### src/rtl/axi_mmio_pkg.sv
// Shared AXI encodings, FSM state types and the default uart/bram/spi address map
// for the MMIO demultiplexer.
package axi_mmio_pkg;

  typedef enum logic [1:0] {RESP_OKAY, RESP_EXOKAY, RESP_SLVERR, RESP_DECERR} resp_t;
  typedef enum logic [1:0] {BURST_FIXED, BURST_INCR, BURST_WRAP} burst_t;

  typedef enum logic [1:0] {W_IDLE, W_ADDR, W_DATA, W_RESP} w_state_t;
  typedef enum logic [1:0] {R_IDLE, R_ADDR, R_DATA} r_state_t;

  localparam int DEF_N_SLV  = 3;
  localparam int DEF_ADDR_W = 31;

  // Slot 0 (uart) occupies the least significant ADDR_W bits.
  localparam logic [DEF_N_SLV*DEF_ADDR_W-1:0] DEF_SLV_BASE =
    {31'h6002_0000, 31'h6001_0000, 31'h6000_0000};
  localparam logic [DEF_N_SLV*DEF_ADDR_W-1:0] DEF_SLV_MASK =
    {31'h7FFF_0000, 31'h7FFF_0000, 31'h7FFF_E000};

  function automatic int idx_width(input int n);
    return (n > 1) ? $clog2(n) : 1;
  endfunction

endpackage

### src/rtl/axi_mmio_decode.sv
// Address decoder: priority-resolved one-hot hit vector (lowest index wins),
// its encoded index, and a miss flag for the internal error responder.
module axi_mmio_decode
  import axi_mmio_pkg::*;
#(
  parameter int                        N_SLV    = DEF_N_SLV,
  parameter int                        ADDR_W   = DEF_ADDR_W,
  parameter logic [N_SLV*ADDR_W-1:0]   SLV_BASE = DEF_SLV_BASE,
  parameter logic [N_SLV*ADDR_W-1:0]   SLV_MASK = DEF_SLV_MASK,
  parameter int                        IDX_W    = idx_width(N_SLV)
) (
  input  logic [ADDR_W-1:0] addr,
  output logic [N_SLV-1:0]  hit,
  output logic [IDX_W-1:0]  idx,
  output logic              miss
);

  logic [N_SLV-1:0] raw_hit;

  for (genvar gi = 0; gi < N_SLV; gi++) begin : g_hit
    assign raw_hit[gi] =
      (addr & SLV_MASK[gi*ADDR_W +: ADDR_W]) == SLV_BASE[gi*ADDR_W +: ADDR_W];
  end

  // Keep only the lowest set bit so overlapping windows resolve deterministically.
  assign hit  = raw_hit & (~raw_hit + 1'b1);
  assign miss = ~|raw_hit;

  always_comb begin
    idx = '0;
    for (int i = N_SLV - 1; i >= 0; i--) begin
      if (raw_hit[i]) idx = i[IDX_W-1:0];
    end
  end

endmodule

### src/rtl/axi_mmio_xbar.sv
// AXI4 1-to-N MMIO demux with independent read/write FSMs and a DECERR responder.
// Optional decode-error log enabled by defining AXI_MMIO_ERRLOG_EN.
module axi_mmio_xbar
  import axi_mmio_pkg::*;
#(
  parameter int                      N_SLV    = DEF_N_SLV,
  parameter int                      ADDR_W   = DEF_ADDR_W,
  parameter int                      DATA_W   = 32,
  parameter int                      ID_W     = 4,
  parameter logic [N_SLV*ADDR_W-1:0] SLV_BASE = DEF_SLV_BASE,
  parameter logic [N_SLV*ADDR_W-1:0] SLV_MASK = DEF_SLV_MASK
) (
  input  logic                       clock,
  input  logic                       resetn,
  input  logic [ID_W-1:0]            s_aw_id,
  input  logic [ADDR_W-1:0]          s_aw_addr,
  input  logic [7:0]                 s_aw_len,
  input  logic [2:0]                 s_aw_size,
  input  logic [1:0]                 s_aw_burst,
  input  logic                       s_aw_valid,
  output logic                       s_aw_ready,
  input  logic [DATA_W-1:0]          s_w_data,
  input  logic [DATA_W/8-1:0]        s_w_strb,
  input  logic                       s_w_last,
  input  logic                       s_w_valid,
  output logic                       s_w_ready,
  output logic [ID_W-1:0]            s_b_id,
  output logic [1:0]                 s_b_resp,
  output logic                       s_b_valid,
  input  logic                       s_b_ready,
  input  logic [ID_W-1:0]            s_ar_id,
  input  logic [ADDR_W-1:0]          s_ar_addr,
  input  logic [7:0]                 s_ar_len,
  input  logic [2:0]                 s_ar_size,
  input  logic [1:0]                 s_ar_burst,
  input  logic                       s_ar_valid,
  output logic                       s_ar_ready,
  output logic [ID_W-1:0]            s_r_id,
  output logic [DATA_W-1:0]          s_r_data,
  output logic [1:0]                 s_r_resp,
  output logic                       s_r_last,
  output logic                       s_r_valid,
  input  logic                       s_r_ready,
  output logic [N_SLV*ID_W-1:0]      m_aw_id,
  output logic [N_SLV*ADDR_W-1:0]    m_aw_addr,
  output logic [N_SLV*8-1:0]         m_aw_len,
  output logic [N_SLV*3-1:0]         m_aw_size,
  output logic [N_SLV*2-1:0]         m_aw_burst,
  output logic [N_SLV-1:0]           m_aw_valid,
  input  logic [N_SLV-1:0]           m_aw_ready,
  output logic [N_SLV*DATA_W-1:0]    m_w_data,
  output logic [N_SLV*DATA_W/8-1:0]  m_w_strb,
  output logic [N_SLV-1:0]           m_w_last,
  output logic [N_SLV-1:0]           m_w_valid,
  input  logic [N_SLV-1:0]           m_w_ready,
  input  logic [N_SLV*ID_W-1:0]      m_b_id,
  input  logic [N_SLV*2-1:0]         m_b_resp,
  input  logic [N_SLV-1:0]           m_b_valid,
  output logic [N_SLV-1:0]           m_b_ready,
  output logic [N_SLV*ID_W-1:0]      m_ar_id,
  output logic [N_SLV*ADDR_W-1:0]    m_ar_addr,
  output logic [N_SLV*8-1:0]         m_ar_len,
  output logic [N_SLV*3-1:0]         m_ar_size,
  output logic [N_SLV*2-1:0]         m_ar_burst,
  output logic [N_SLV-1:0]           m_ar_valid,
  input  logic [N_SLV-1:0]           m_ar_ready,
  input  logic [N_SLV*ID_W-1:0]      m_r_id,
  input  logic [N_SLV*DATA_W-1:0]    m_r_data,
  input  logic [N_SLV*2-1:0]         m_r_resp,
  input  logic [N_SLV-1:0]           m_r_last,
  input  logic [N_SLV-1:0]           m_r_valid,
  output logic [N_SLV-1:0]           m_r_ready,
  output logic [ADDR_W-1:0]          dec_err_addr,
  output logic                       dec_err_irq,
  input  logic                       dec_err_clr
);

  localparam int STRB_W = DATA_W / 8;
  localparam int IDX_W  = idx_width(N_SLV);

  logic             run_reg;
  w_state_t         w_state_reg, w_state_next;
  r_state_t         r_state_reg, r_state_next;
  logic [ID_W-1:0]  aw_id_reg, ar_id_reg;
  logic [ADDR_W-1:0] aw_addr_reg, ar_addr_reg;
  logic [7:0]       aw_len_reg, ar_len_reg, beat_cnt_reg;
  logic [2:0]       aw_size_reg, ar_size_reg;
  logic [1:0]       aw_burst_reg, ar_burst_reg;
  logic [IDX_W-1:0] w_idx_reg, r_idx_reg, aw_idx, ar_idx;
  logic [N_SLV-1:0] w_oh_reg, r_oh_reg, aw_hit, ar_hit;
  logic             w_err_reg, r_err_reg, aw_miss, ar_miss;
  logic             aw_fire, ar_fire;

  axi_mmio_decode #(.N_SLV(N_SLV), .ADDR_W(ADDR_W), .SLV_BASE(SLV_BASE),
                    .SLV_MASK(SLV_MASK), .IDX_W(IDX_W))
    u_aw_dec (.addr(s_aw_addr), .hit(aw_hit), .idx(aw_idx), .miss(aw_miss));

  axi_mmio_decode #(.N_SLV(N_SLV), .ADDR_W(ADDR_W), .SLV_BASE(SLV_BASE),
                    .SLV_MASK(SLV_MASK), .IDX_W(IDX_W))
    u_ar_dec (.addr(s_ar_addr), .hit(ar_hit), .idx(ar_idx), .miss(ar_miss));

  // run_reg keeps the address readys low while reset is asserted.
  assign aw_fire = s_aw_valid && run_reg && (w_state_reg == W_IDLE);
  assign ar_fire = s_ar_valid && run_reg && (r_state_reg == R_IDLE);

  always_ff @(posedge clock or negedge resetn) begin
    if (!resetn) begin
      run_reg      <= 1'b0;
      w_state_reg  <= W_IDLE;
      r_state_reg  <= R_IDLE;
      beat_cnt_reg <= '0;
      aw_id_reg    <= '0; aw_addr_reg <= '0; aw_len_reg <= '0;
      aw_size_reg  <= '0; aw_burst_reg <= '0;
      w_idx_reg    <= '0; w_oh_reg <= '0; w_err_reg <= 1'b0;
      ar_id_reg    <= '0; ar_addr_reg <= '0; ar_len_reg <= '0;
      ar_size_reg  <= '0; ar_burst_reg <= '0;
      r_idx_reg    <= '0; r_oh_reg <= '0; r_err_reg <= 1'b0;
    end else begin
      run_reg     <= 1'b1;
      w_state_reg <= w_state_next;
      r_state_reg <= r_state_next;
      if (aw_fire) begin
        aw_id_reg   <= s_aw_id;   aw_addr_reg  <= s_aw_addr; aw_len_reg <= s_aw_len;
        aw_size_reg <= s_aw_size; aw_burst_reg <= s_aw_burst;
        w_idx_reg   <= aw_idx;    w_oh_reg     <= aw_hit;    w_err_reg  <= aw_miss;
      end
      if (ar_fire) begin
        ar_id_reg   <= s_ar_id;   ar_addr_reg  <= s_ar_addr; ar_len_reg <= s_ar_len;
        ar_size_reg <= s_ar_size; ar_burst_reg <= s_ar_burst;
        r_idx_reg   <= ar_idx;    r_oh_reg     <= ar_hit;    r_err_reg  <= ar_miss;
        beat_cnt_reg <= '0;
      end else if (r_state_reg == R_DATA && r_err_reg && s_r_ready) begin
        beat_cnt_reg <= beat_cnt_reg + 8'd1;
      end
    end
  end

  always_comb begin
    w_state_next = w_state_reg;
    s_aw_ready   = 1'b0;
    m_aw_valid   = '0;
    m_w_valid    = '0;
    s_w_ready    = 1'b0;
    m_b_ready    = '0;
    s_b_valid    = 1'b0;
    s_b_id       = aw_id_reg;
    s_b_resp     = RESP_OKAY;
    unique case (w_state_reg)
      W_IDLE: begin
        s_aw_ready = run_reg;
        if (aw_fire) w_state_next = aw_miss ? W_DATA : W_ADDR;
      end
      W_ADDR: begin
        m_aw_valid = w_oh_reg;
        if (m_aw_ready[w_idx_reg]) w_state_next = W_DATA;
      end
      W_DATA: begin
        if (w_err_reg) begin
          s_w_ready = 1'b1;
        end else begin
          m_w_valid = w_oh_reg & {N_SLV{s_w_valid}};
          s_w_ready = m_w_ready[w_idx_reg];
        end
        if (s_w_valid && s_w_ready && s_w_last) w_state_next = W_RESP;
      end
      W_RESP: begin
        if (w_err_reg) begin
          s_b_valid = 1'b1;
          s_b_resp  = RESP_DECERR;
        end else begin
          s_b_valid = m_b_valid[w_idx_reg];
          s_b_id    = m_b_id[w_idx_reg*ID_W +: ID_W];
          s_b_resp  = m_b_resp[w_idx_reg*2 +: 2];
          m_b_ready = w_oh_reg & {N_SLV{s_b_ready}};
        end
        if (s_b_valid && s_b_ready) w_state_next = W_IDLE;
      end
      default: w_state_next = W_IDLE;
    endcase
  end

  always_comb begin
    r_state_next = r_state_reg;
    s_ar_ready   = 1'b0;
    m_ar_valid   = '0;
    m_r_ready    = '0;
    s_r_valid    = 1'b0;
    s_r_id       = ar_id_reg;
    s_r_data     = '0;
    s_r_resp     = RESP_OKAY;
    s_r_last     = 1'b0;
    unique case (r_state_reg)
      R_IDLE: begin
        s_ar_ready = run_reg;
        if (ar_fire) r_state_next = ar_miss ? R_DATA : R_ADDR;
      end
      R_ADDR: begin
        m_ar_valid = r_oh_reg;
        if (m_ar_ready[r_idx_reg]) r_state_next = R_DATA;
      end
      R_DATA: begin
        if (r_err_reg) begin
          s_r_valid = 1'b1;
          s_r_resp  = RESP_DECERR;
          s_r_last  = (beat_cnt_reg == ar_len_reg);
        end else begin
          s_r_valid = m_r_valid[r_idx_reg];
          s_r_id    = m_r_id[r_idx_reg*ID_W +: ID_W];
          s_r_data  = m_r_data[r_idx_reg*DATA_W +: DATA_W];
          s_r_resp  = m_r_resp[r_idx_reg*2 +: 2];
          s_r_last  = m_r_last[r_idx_reg];
          m_r_ready = r_oh_reg & {N_SLV{s_r_ready}};
        end
        if (s_r_valid && s_r_ready && s_r_last) r_state_next = R_IDLE;
      end
      default: r_state_next = R_IDLE;
    endcase
  end

  // Payloads fan out to every slave; only valid/ready are steered.
  for (genvar gi = 0; gi < N_SLV; gi++) begin : g_fan
    assign m_aw_id[gi*ID_W +: ID_W]          = aw_id_reg;
    assign m_aw_addr[gi*ADDR_W +: ADDR_W]    = aw_addr_reg;
    assign m_aw_len[gi*8 +: 8]               = aw_len_reg;
    assign m_aw_size[gi*3 +: 3]              = aw_size_reg;
    assign m_aw_burst[gi*2 +: 2]             = aw_burst_reg;
    assign m_w_data[gi*DATA_W +: DATA_W]     = s_w_data;
    assign m_w_strb[gi*STRB_W +: STRB_W]     = s_w_strb;
    assign m_w_last[gi]                      = s_w_last;
    assign m_ar_id[gi*ID_W +: ID_W]          = ar_id_reg;
    assign m_ar_addr[gi*ADDR_W +: ADDR_W]    = ar_addr_reg;
    assign m_ar_len[gi*8 +: 8]               = ar_len_reg;
    assign m_ar_size[gi*3 +: 3]              = ar_size_reg;
    assign m_ar_burst[gi*2 +: 2]             = ar_burst_reg;
  end

`ifdef AXI_MMIO_ERRLOG_EN
  logic [ADDR_W-1:0] err_addr_reg;
  logic              err_irq_reg;

  always_ff @(posedge clock or negedge resetn) begin
    if (!resetn) begin
      err_addr_reg <= '0;
      err_irq_reg  <= 1'b0;
    end else begin
      if (ar_fire && ar_miss)      err_addr_reg <= s_ar_addr;
      else if (aw_fire && aw_miss) err_addr_reg <= s_aw_addr;
      if ((ar_fire && ar_miss) || (aw_fire && aw_miss)) err_irq_reg <= 1'b1;
      else if (dec_err_clr)                             err_irq_reg <= 1'b0;
    end
  end

  assign dec_err_addr = err_addr_reg;
  assign dec_err_irq  = err_irq_reg;
`else
  logic unused_dec_err_clr;
  assign unused_dec_err_clr = dec_err_clr;
  assign dec_err_addr = '0;
  assign dec_err_irq  = 1'b0;
`endif

endmodule
### config.mk
export PLATFORM = sky130hd
export DESIGN_NAME = axi_mmio_xbar
export DESIGN_NICKNAME = d
export VERILOG_FILES = /design/src/rtl/axi_mmio_pkg.sv /design/src/rtl/axi_mmio_decode.sv /design/src/rtl/axi_mmio_xbar.sv
export SDC_FILE = /design/constraint.sdc
export NUM_CORES = 1
export LEC_CHECK = 0
export CAP_MARGIN = 20
export CORE_AREA = 2 2 310 312
export DETAILED_ROUTE_END_ITERATION = 10
export DIE_AREA = 0 0 312 314
export GPL_TIMING_DRIVEN = 0
export PLACE_DENSITY = 0.37
export SYNTH_ARGS = -nofsm -noshare
export SYNTH_HDL_FRONTEND = slang
export SYNTH_SLANG_ARGS = --single-unit
### constraint.sdc
create_clock -name clock -period 1.68 [get_ports clock]
set_input_delay 0.336 -clock clock [delete_from_list [all_inputs] [get_ports clock]]
set_output_delay 0.336 -clock clock [all_outputs]
set_load 0.01 [all_outputs]
After elaboration in Yosys (flattened, before gate mapping)
Cells that the tools add are included.

storage, ports and cells
  word-level logic and storage cells = 139
  output and inout port bits = 496
  bits in registers = 121

cells by class
  equal/unequal tests = 19
  add/subtract/negate cells = 3
  bitwise gates (word level) = 7
  multiplexer cells = 63
  order comparisons = 2
  reductions and logical operators = 20
  shifts and indexed selects = 5

operators with widths
  cell                  count
  $shiftx 96x8->32      1
  $mux 32               2
  $eq 15x15->1 const B  4
  $mux 2                19
  $eq 18x18->1 const B  2
  $mux 3                8
  $shiftx 12x5->4       2
  $mux 1                20
  $mux 4                4
  $mux 8                2
  $and 3x3->3           5
  $bmux 1 s2            6
  $ne 2x2->1 const B    6
  $shiftx 6x4->2        2
  $logic_and 1x1->1     11
  $add 8x1->8 const B   1
  $eq 8x8->1            1
  $pmux 2 s4            1
  $add 3x1->3 const B   2
  $eq 2x2->1 const B    3
  $lt 2x3->1 const B    2
  $not 3->3             2
  $pmux 2 s3            1
  $reduce_or 3->1       2
  7 further kinds       10

Depth between registers and ports, before layout
  depth after elaboration = 8
  depth in mapped cells = 8

By module
From an unflattened synthesis, not the netlist that was laid out.

second synthesis, totals
  cells, all modules = 934
  area total of the unflattened synthesis = 9019.9 um^2

modules (own cells, without submodules)
  module                      instances  cells each  area an instance (um^2)  seq. area each (um^2)
  axi_mmio_xbar               1          905         8793.4                   3027.9
  axi_mmio_decode (u_ar_dec)  1          15          118.9                    0.0
  axi_mmio_decode (u_aw_dec)  1          14          107.6                    0.0

Least setup slack after synthesis
No wires, ideal clock.

  path kind = reg2reg
  start point = register w_state_reg[0]
  end point = register aw_addr_reg[0]
  cell stages (with the launch flop) = 8
  period minus slack after synthesis = 1.907 ns
  data arrival time = 1.783 ns
  path slack = -0.227 ns
  cell sequence = dfrtp_1 -> inv_1 -> ha_1 -> and2_1 -> nand2_1 -> clkbuf_1 -> buf_2 -> mux2_2

between the ends
  cells in the longest elaborated chain, start to end = 2

ends and longest elaborated chain
  element                 RTL line              RTL
  from (decl)             axi_mmio_xbar.sv:82   w_state_t w_state_reg, w_state_next;
  from (signal assigned)  axi_mmio_xbar.sv:120  w_state_reg <= w_state_next;
  $logic_not 2->1         axi_mmio_xbar.sv:103  assign aw_fire = s_aw_valid && run_reg && (w_state_reg == W_IDLE);
  $logic_and 1x1->1       axi_mmio_xbar.sv:103
  to (signal assigned)    axi_mmio_xbar.sv:123  aw_id_reg <= s_aw_id; aw_addr_reg <= s_aw_addr; aw_len_reg <= s_aw_len;
  to (decl)               axi_mmio_xbar.sv:85   logic [ADDR_W-1:0] aw_addr_reg, ar_addr_reg;

No other way between the ends.
A chain may end at the register's enable or synchronous reset.

Worst setup path in the final report
  start point = register beat_cnt_reg[2]
  end point = output port s_r_last

between the ends
  cells in the longest elaborated chain, start to end = 4

ends and longest elaborated chain
  element                 RTL line              RTL
  from (decl)             axi_mmio_xbar.sv:86   logic [7:0] aw_len_reg, ar_len_reg, beat_cnt_reg;
  from (signal assigned)  axi_mmio_xbar.sv:133  beat_cnt_reg <= beat_cnt_reg + 8'd1;
  $eq 8x8->1              axi_mmio_xbar.sv:205  s_r_last = (beat_cnt_reg == ar_len_reg);
  $mux 1                  axi_mmio_xbar.sv:202  if (r_err_reg) begin
  $mux 1 (2 in series)    axi_mmio_xbar.sv:192  unique case (r_state_reg)
  to (decl)               axi_mmio_xbar.sv:41   output logic s_r_last,

No other way between the ends. The select of a mux whose other input is x is not followed.

==> results.md <==
- Final Hold Vio Count: 0
- Setup violators final: 159
- Most frequent cell after synthesis: buf_4
- Top cells by area, synth: dfrtp_1 (34%), buf_4 (29%), nand2_1 (7.4%)
- Final instance area: 0.0221 sq mm
- Residual DRC count: 0
- Post-DP HPWL: 42000 um
- CTS tree: built
- Final wirelength: 55100 um
- Vias per inst: 3.12
- H-tree depth: 4
- Root buf cell: clkbuf_16
- Minimum clock period: 2390 ps
- FP Rows: 113
- Power per cell area: 1410 mW/mm^2
- Core area: 0.0944 sq mm
- Mux contribution to synthesized area: 0.119
- # IOs: 787
- Cells after Synth: 1037
- Die W: 312 um
- CTS max path bufs: 2
- Remaining antenna violation count: 0
- Post-Synth Adder-Cell Area: 0.00848
- Share of cells above drive strength 1: 0.561
- Kind of critical path: reg2out
- Clk sinks: 119
- Sequential area share after synthesis: 0.336
- Failing checks: setup timing
- Die ar.: 0.0980 sq mm
- Max_slew headroom: 0.634
- Vias in the first global route: 10700
- Largest net degree at the start of global routing: 77
- Total number of vias: 10300
- Global-route usage over all layers: 0.105
- Worst-Margin Slew: 549 ps
- Reg clk slew, reported paths: 70 ps
- Startpoint types: register
- Period utilisation layout: 1.42
- Fmax: 419 MHz
- Nets: 2325
- Buffers on Ports: 717
- Antenna diode instance count: 0
- First-pass DRT Iterations: 4
- Post-synth EDFFs: 0
- Leak pwr: 10.2 nW
- Post-place setup slack: -1430 ps
- Area share of the largest cell type after synthesis: 0.336
- Post-synthesis compound-gate area fraction: 0.0554
- Max cap viols: 0
- Initial antenna violation count: 1
- Max-slew violation count: 0
- Req. time, crit path: 1340 ps
- Clock buffer count from CTS: 17
- Min-delay worst type: in2reg
- Chip height: 314 um
- Synthesized area: 0.00885 sq mm
- Worst-Skew Late Latency: 470 ps
- Top cells by count, synth: buf_4 (337), nand2_1 (175), dfrtp_1 (119)
- Status: complete, but fails checks
- Largest fanout on the critical path: 2
- CP Data Arrival Time: 2050 ps
- Yosys top cell by area: dfrtp_1
- Unrepaired setup endpoints after global routing: yes
- First-pass GRT wire length: 74800 um
- Gr ovfl total: 0
- Final GP Congestion: 0.778
- Post-synth cell types: 45
- Slack of the critical path: -705 ps
- XOR/XNOR Fraction of Synth Area: 0.0129
- Skew final: 13.3 ps
- CP endpoint kind: output pin
- Simple-gate share of the synthesized area: 0.160
- TNS Setup: -37960 ps
- Placed cell area: 0.0180 sq mm
- Maximum vdd ir drop: 0.000673 V
- Final core utilization: 0.234
- Worst-case reg-to-reg path depth: 7
- Synth Warn #: 0
- Initial DRC Count: 301
- Top FF cell, synth: dfrtp_1
- Largest family of logic cells by synthesized area: buffers and inverters
- Drt wl/cell: 16.7 um
- Avg Inst Size Synth: 8.54 sq um
- Area Growth Syn to Fin: 150%
- Async set or reset register ratio after synthesis: 1.00
- Hold depth: 3
- Initial Utilization: 0.0937
- FF+latch count, synth: 119
[stage by stage]
stage | power, mW | hold WS [ps] | instances
after floorplan | 13.2 | 40.4 | 1068
after global placement | 23.8 | 480 | 3050
after detailed placement | 23.8 | 333 | 3053
after CTS | 30.7 | 236 | 3277
after global routing | 33.1 | 112 | 3306
final | 31.1 | 127 | 3306
[cells in the final DEF (no fill, tap or decap), types with 7 or more instances in the layout]
| cell | count |
|---|---|
| buf_4 | 422 |
| inv_6 | 8 |
| clkbuf_16 | 32 |
| clkdlybuf4s15_1 | 62 |
| nand2_4 | 13 |
| dfrtp_2 | 43 |
| clkdlybuf4s50_1 | 345 |
| and2_4 | 12 |
| nor2_2 | 23 |
| conb_1 | 33 |
| dfrtp_1 | 76 |
| buf_12 | 29 |
| a21oi_2 | 32 |
| mux2i_4 | 8 |
| o21ai_1 | 7 |
| a21oi_1 | 7 |
| mux2_2 | 40 |
| nand2_1 | 123 |
| buf_8 | 7 |
| buf_2 | 62 |
| nor2_1 | 46 |
| dlygate4sd2_1 | 102 |
| nand2_2 | 39 |
| buf_6 | 220 |
| mux2_4 | 7 |
| nor2_4 | 26 |
| mux2i_1 | 34 |
| clkbuf_2 | 31 |
| xor2_1 | 8 |
| mux2i_2 | 10 |
[critical path, stage by stage, from the launching register on]
cell,delay (ps)
dfrtp_2,420
xor2_2,190
nor4_4,360
nand2_4,160
a211oi_4,310
buf_6,150
[path summary, 6_finish.rpt]
check	start	endpoint	slack [ps]
min in group asynchronous	resetn	ar_addr_reg[25]	380
min reg2reg	r_oh_reg[2]	r_oh_reg[2]	520
max reg2reg	w_idx_reg[1]	w_state_reg[1]	-180
min	s_ar_addr[18]	ar_addr_reg[18]	130
max	beat_cnt_reg[2]	s_r_last	-710
max in group asynchronous	resetn	ar_len_reg[6]	380
[power breakdown]
group,total (mW),internal [mW],switching (mW)
registers,5.62,4.16,1.45
clock network,3.88,2.10,1.79
logic,21.6,13.1,8.49
total,31.1,19.3,11.7
[layer usage]
metal	GRT usage	wire, um
met1	0.128	23400
met2	0.184	28000
met3	0.0254	3030
met4	0.0267	695
met5	0	13
[what timing repair did]
action                                  4_1_cts  5_1_grt
gates cloned                                  6        8
hold buffers                                  1        0
endpoints found under the setup margin      471      267
pin swaps                                    44      103
gates resized for setup                    1405      297
buffers inserted                            190       57
hold endpoints to repair                     43        0
[cell type report]
cell class	instances	area (sq um)
buffer	362	3160
tap	1265	1580
sequential	119	3030
clock buffer	17	425
timing repair buffer	956	9270
fill	10400	72300
clock inverter	15	158
inverter	6	32.5
multi-input combinational	566	4450
[cells by family (layout without fill, tap and decap cells)]
kind of cell / after synthesis / in the layout
compound gates: 84 / 84
other cells: 2 / 33
mux: 99 / 99
buf+inv: 383 / 1356
fa+ha+maj: 6 / 6
simple gates: 331 / 331
xor+xnor: 13 / 13
flops: 119 / 119
No activity file was read; power rests on OpenSTA's default activity.
